File: src/rtl/rssb_sequencer.sv
// Fetch/decode/execute sequencer for a reverse-subtract-and-skip-if-borrow core.
// The PC and accumulator live in external registers; this block only steers them.
module rssb_sequencer #(
    parameter int WIDTH = 8
) (
    input  logic             clk,
    input  logic             rst,
    input  logic             run,
    output logic [WIDTH-1:0] mem_addr,
    output logic             mem_rd,
    input  logic [WIDTH-1:0] mem_rdata,
    output logic             mem_wr,
    output logic [WIDTH-1:0] mem_wdata,
    input  logic [WIDTH-1:0] pc,
    output logic             pc_write,
    output logic [WIDTH-1:0] pc_next,
    input  logic [WIDTH-1:0] acc,
    output logic             acc_write,
    output logic [WIDTH-1:0] acc_next,
    output logic             halted
);

    typedef enum logic [2:0] {
        IDLE   = 3'd0,
        FETCH  = 3'd1,
        DECODE = 3'd2,
        EXEC   = 3'd3,
        HALT   = 3'd4
    } state_t;

    state_t           state_q;
    logic [WIDTH-1:0] x_q;

    logic [WIDTH-1:0]        operand;
    logic signed [WIDTH:0]   diff;
    logic [WIDTH-1:0]        r;
    logic                    skip;
    logic [WIDTH-1:0]        step;

    // One extra bit keeps the borrow (true signed less-than) even on overflow.
    function automatic logic signed [WIDTH:0] rsub(input logic signed [WIDTH-1:0] a,
                                                   input logic signed [WIDTH-1:0] b);
        logic signed [WIDTH:0] ae;
        logic signed [WIDTH:0] be;
        ae = a;
        be = b;
        return ae - be;
    endfunction

    always_ff @(posedge clk) begin
        if (rst) begin
            state_q <= IDLE;
            x_q     <= '0;
        end else begin
            case (state_q)
                IDLE:    if (run) state_q <= FETCH;
                FETCH:   state_q <= DECODE;
                DECODE: begin
                    x_q     <= mem_rdata;
                    state_q <= (mem_rdata == '1) ? HALT : EXEC;
                end
                EXEC:    state_q <= run ? FETCH : IDLE;
                HALT:    state_q <= HALT;
                default: state_q <= IDLE;
            endcase
        end
    end

    // Address 0 aliases the PC for operand access.
    always_comb begin
        operand = (x_q == '0) ? pc : mem_rdata;
        diff    = rsub(operand, acc);
        r       = diff[WIDTH-1:0];
        skip    = diff[WIDTH];
        step    = skip ? WIDTH'(2) : WIDTH'(1);
    end

    always_comb begin
        mem_addr  = '0;
        mem_rd    = 1'b0;
        mem_wr    = 1'b0;
        mem_wdata = '0;
        pc_write  = 1'b0;
        pc_next   = '0;
        acc_write = 1'b0;
        acc_next  = '0;
        halted    = 1'b0;
        if (!rst) begin
            case (state_q)
                FETCH: begin
                    mem_rd   = 1'b1;
                    mem_addr = pc;
                end
                DECODE: begin
                    if (mem_rdata != '1 && mem_rdata != '0) begin
                        mem_rd   = 1'b1;
                        mem_addr = mem_rdata;
                    end
                end
                EXEC: begin
                    acc_write = 1'b1;
                    acc_next  = r;
                    pc_write  = 1'b1;
                    if (x_q != '0) begin
                        mem_wr    = 1'b1;
                        mem_addr  = x_q;
                        mem_wdata = r;
                        pc_next   = pc + step;
                    end else begin
                        pc_next = r;
                    end
                end
                HALT:    halted = 1'b1;
                default: ;
            endcase
        end
    end

endmodule

File: config.mk
export PLATFORM = sky130hd
export DESIGN_NAME = rssb_sequencer
export DESIGN_NICKNAME = d
export VERILOG_FILES = /design/src/rtl/rssb_sequencer.sv
export SDC_FILE = /design/constraint.sdc
export NUM_CORES = 1
export LEC_CHECK = 0
export ABC_AREA = 1
export CORE_MARGIN = 2
export CORE_UTILIZATION = 45
export DETAILED_ROUTE_END_ITERATION = 6
export PLACE_DENSITY_LB_ADDON = 0.1
export SYNTH_ARGS = -nofsm -noshare
export SYNTH_HDL_FRONTEND = slang
export SYNTH_SLANG_ARGS = --single-unit
File: constraint.sdc
create_clock -name clk -period 12.4 [get_ports clk]
set_input_delay 3.1 -clock clk [delete_from_list [all_inputs] [get_ports clk]]
set_output_delay 3.1 -clock clk [all_outputs]
set_load 0.05 [all_outputs]
-- Word level (Yosys, flattened, before mapping)
Cells that the tools add are included.
- bits in registers: 11
- logic and storage cells: 44
- $add $sub $neg: 2
- eq/ne operators: 7
- muxes and demuxes: 28
- reductions and logical operators: 5
- operators by type and width (cell ; count):
    8-bit two-way mux ; 12
    8-bit one-hot mux with 3 select lines ; 1
    8-bit nonzero test ; 2
    3-bit one-hot mux with 5 select lines ; 1
    1-bit two-way mux ; 10
    8-bit by 8-bit subtractor with 9-bit output ; 1
    8-bit by 2-bit adder with 8-bit output ; 1
    8-bit == test (second input constant) ; 1
    8-bit zero test ; 1
    8-bit != test (second input constant) ; 1
    3-bit by 2-bit == test with 1-bit output (second input constant) ; 2
    3-bit two-way mux ; 2
    3-bit by 1-bit == test with 1-bit output (second input constant) ; 1
    3-bit == test (second input constant) ; 1
    3-bit zero test ; 1
    2-bit two-way mux ; 1
    2-bit != test (second input constant) ; 1
    1-bit one-hot mux with 2 select lines ; 1
    1-bit logical AND ; 1

-- Logic depth before layout (Yosys ltp)
- depth in word-level cells: 8
- depth in mapped cells: 23
- gate-level depth less buffers: 23

-- Least setup slack after synthesis
OpenSTA, ideal clock, no wires.
- path kind: input port to output port
- from: input port mem_rdata[0]
- to: output port pc_next[6]
- data arrival time: 5.957 ns
- required time: 9.300 ns
- setup slack: 3.343 ns
- stages on the path: 19
- buffers on the path: 0
- cell sequence: inv_1 -> nand2_1 -> o21ai_0 -> ha_1 -> fa_1 -> inv_1 -> nand3_1 -> nand3_1 -> nand2_1 -> nand2_1 -> nand2_1 -> inv_1 -> ha_1 -> inv_1 -> fa_1 -> inv_1 -> nand4_1 -> xor2_1 -> o21ai_1
- word-level cells in the longest chain between the ends: 7
- ends and longest elaborated chain (item ; RTL line ; RTL):
    from (decl) ; 11 ; input logic [WIDTH-1:0] mem_rdata,
    8-bit two-way mux (*) ; 71 ; operand = (x_q == '0) ? pc : mem_rdata;
    8-bit by 8-bit subtractor with 9-bit output (*) ; 47 ; return ae - be;
    2-bit two-way mux ; 75 ; step = skip ? WIDTH'(2) : WIDTH'(1);
    8-bit by 2-bit adder with 8-bit output ; 108 ; pc_next = pc + step;
    8-bit two-way mux (*) ; 104 ; if (x_q != '0) begin
    8-bit two-way mux (*) ; 89 ; case (state_q)
    8-bit two-way mux (*) ; 88 ; if (!rst) begin
    to (decl) ; 16 ; output logic [WIDTH-1:0] pc_next,
Every way passes the cells marked *; elsewhere a longest branch is shown, timed or not.

-- Final worst setup path
Same ends and word-level chain as after synthesis.

==> results.env <==
RUN_STATUS='completed'
PERIOD_MINUS_SLACK_NS=10.07
SYNTHTOLAYOUTAREAGROWTH_PCT=41.6
BOUNDARYPINS=64
CTS_HOLD_BUFFERS=0
DIE_W_UM=64.1
POST_CTS_BUFFERS=0
SYN_INST=276
N_FILL_CELL=319
POWER.DENSITY_mW_PER_MM2=90.4
HOLDCRITPATHCLASS='reg2reg'
POSTSYNTHREGISTERBITS=11
CTS.SINKS=11
DETAILEDROUTE.FIRSTPASSITERATIONCOUNT=4
PATH_CLK_SLEW_NS=0.07
LEAKAGEPOWER_nW=1.07
SYNTH_SEQUENTIAL_AREA_RATIO=0.135
CLKLATENCYLATEPIN_NS=0.28
SETUP_TNS_NS=0
IR_WORST_VDD_uV=42.7
TIMING.RR.END='x_q[7]$_SDFFE_PP0P_'
ANT_NETS=0
LAYOUT-DRIVE-GT1-SHARE=0.0593
SYNTH.YOSYS.WARNINGS=0
SETUP_VIOL=0
POST_SYNTH_MAIN_AREA_CONTRIBUTORS='nand2_1 15%, dfxtp_1 14%, inv_1 12%'
DETAIL_ROUTE.WL_PER_CELL_UM=12.5
SLEW-LIMIT-HEADROOM=0.388
VIAS=1966
CORE-AREA_SQ_MM=0.00342
GLOBAL_ROUTE_TOTAL_OVERFLOW=0
CLK_ROOT_BUFFER_CELL='clkbuf_4'
NUM_ROWS=21
R2R_CELLS=6
VIA_COUNT_OF_THE_FIRST_GLOBAL_ROUTING_PASS=1839
ANTENNA_CELLS=0
GROUTE.USAGE.OVERALL=0.246
CRIT_PATH_CLASS='in2out'
CRIT_ARRIVAL_NS=6.97
TIMING.FINAL.CRIT_SHARE=0.812
FLOORPLAN.INITIALDENSITY=0.476
MAX_SLEW.WORST_PIN.SLEW_NS=0.915
REMAINING_DRC_ERRORS=0
CRITICAL_PATH_PEAK_FANOUT=3
PRE_CTS_WS_NS=2.36
PORT_BUFFERS=63
SYNTH-EDFF-COUNT=0
CRIT_END='pc_next[6]'
COMMONEST_CELLS_AFTER_ROUTING_FILL_AND_TAPS_ASIDE='64 x nand2_1, 63 x clkdlybuf4s50_1, 53 x inv_1'
ASYNCSETRESETFLOPFRACSYNTH=0
CLOCK_SKEW_NS=0.00294
ROUTABILITYCONGESTION=0.867
CP_DATA_REQUIRED_TIME_NS=9.30
DETAIL_ROUTE.WIRELENGTH_MM=4.77
MOST_COMMON_LIBRARY_CELL_IN_THE_LAYOUT_IGNORING_FILL_AND_TAPS='nand2_1'
CRIT_PATH_END_KIND='output port'
WORST_HOLD_SLACK_NS=0.488
DP.FINAL_HPWL_MM=3.78
MAX_FREQ_MHz=99.3
GRT_ANTENNA_BEFORE_REPAIR=0
CTS_MAX_LEVEL=1
DIE-HEIGHT_UM=64.1
GLOBAL_ROUTE_WIRE_LENGTH_BEFORE_REPAIR_MM=8.07
CAP_VIOLATIONS=0
FIN_WS_NS=2.33
TRITONCTS='yes'
REGTOREGSETUPSLACK_NS=11.03
R2R-START='state_q[1]$_SDFFE_PP0P_'
CRIT_START='mem_rdata[0]'
NETLIST_AREA_SQ_MM=0.00163
GRT_MAX_DEGREE=22
SYNTHESIS.AREA_PER_INSTANCE_SQ_UM=5.89
VIAS_PER_CELL=5.13
YS_DOMINANT_REG_CELL='dfxtp_1'
CTSLONGESTPATHBUFFERS=2
RSZ_0062_RAISED_AFTER_GLOBAL_ROUTING='no'
NUMBER_OF_UNIQUE_STANDARD_CELL_TYPES_USED_BY_SYNTHESIS=31
FIRST_DRT_ITERATION_DRCS=125
SLEW_VIOLATIONS=0
TOTAL_NETS_FINAL=377
FINAL_HOLD_VIOL_COUNT=0
SYNTH_FP_NETS=315
NETLIST.TOP_CELL.BY_AREA='nand2_1'
CTS-BUFFERS-INSERTED=3
DIEAREA_SQ_MM=0.00411
SYNTH_TOP_AREA_SHARE=0.148
CTSRESIZECOUNT=0
START_KIND='input port'
[area by class of cell]
class / instances / area (sq um) / area share
inverter: 59 / 224 / 0.0973
sequential: 11 / 220 / 0.0957
tap: 46 / 57.6 / 0.0250
timing repair buffer: 63 / 631 / 0.274
multi-input combinational: 200 / 1140 / 0.497
clock buffer: 4 / 26.3 / 0.0114
[cell families after synthesis]
logic type                 Yosys count  synth area share
and+or+nand+nor                    133             0.390
buffers and inverters               65             0.161
AOI/OAI and AO/OA                   48             0.175
adders and majority gates           12             0.102
DFF                                 11             0.135
xor gates and xnor gates             7            0.0377
[layer usage]
layer,up-vias,wire length (um),global-route usage
met2,79,2090,0.393
met4,0,12,0.0399
met1,880,2240,0.346
met3,2,436,0.0528
met5,-,0,0
li1,1005,-,-
[report_power, final]
part	switching, mW	internal (mW)
clock	0.0136	0.0125
combinational	0.0916	0.0509
sequential	0.00206	0.0374
[sequential cells by signal, summed over array words and instances (netlist names)]
name,count
state_q,3
x_q,8
[how the worst min path moves through the flow]
stage,startpoint,endpoint,slack (ns),cells after the start
2_1_floorplan,x_q[4]$_SDFFE_PP0P_,x_q[4]$_SDFFE_PP0P_,0.45,2
3_3_place_gp,x_q[4]$_SDFFE_PP0P_,x_q[4]$_SDFFE_PP0P_,0.47,2
3_5_place_dp,x_q[4]$_SDFFE_PP0P_,x_q[4]$_SDFFE_PP0P_,0.47,2
4_1_cts,x_q[0]$_SDFFE_PP0P_,x_q[0]$_SDFFE_PP0P_,0.49,2
5_1_grt,x_q[0]$_SDFFE_PP0P_,x_q[0]$_SDFFE_PP0P_,0.52,2
6_report,x_q[0]$_SDFFE_PP0P_,x_q[0]$_SDFFE_PP0P_,0.49,2
[metrics by stage]
step | instances | area (sq um) | utilization | total power [mW]
floorplan | 276 | 1630 | - | 0.145
global placement | 379 | 2280 | 0.666 | 0.180
detailed placement | 379 | 2280 | 0.666 | 0.181
CTS | 383 | 2300 | 0.674 | 0.208
global route | 383 | 2300 | 0.674 | 0.228
finish | 383 | 2300 | 0.674 | 0.208
[synthesized netlist by cell type, types with 2 or more instances]
cell type and instances:
inv_1 53, ha_1 10, o21ai_2 2, fa_1 2, inv_2 4, o22ai_2 2
nor3_1 6, nand3_1 27, nor2_8 2, nand4_1 3, o21ai_0 11, nor2_1 24
buf_2 3, dfxtp_1 11, nand2_1 64, xnor2_1 3, a21oi_1 23, a22oi_1 8
xor2_1 4, nor2_4 3
[critical path, cell delays in order]
cell             delay, ns
clkdlybuf4s50_1       0.48
inv_1                 0.08
nand2_1               0.07
o21ai_0               0.09
ha_1                  0.22
fa_1                  0.40
inv_1                 0.09
nand3_1               0.10
nand3_1               0.08
nand2_1               0.08
nand2_1               0.07
nand2_1               0.08
inv_1                 0.07
ha_1                  0.15
inv_1                 0.05
fa_1                  0.40
inv_1                 0.11
nand4_1               0.11
xor2_1                0.16
o21ai_1               0.14
clkdlybuf4s50_1       0.82
Note: power is estimated with default switching activity, not from simulation.
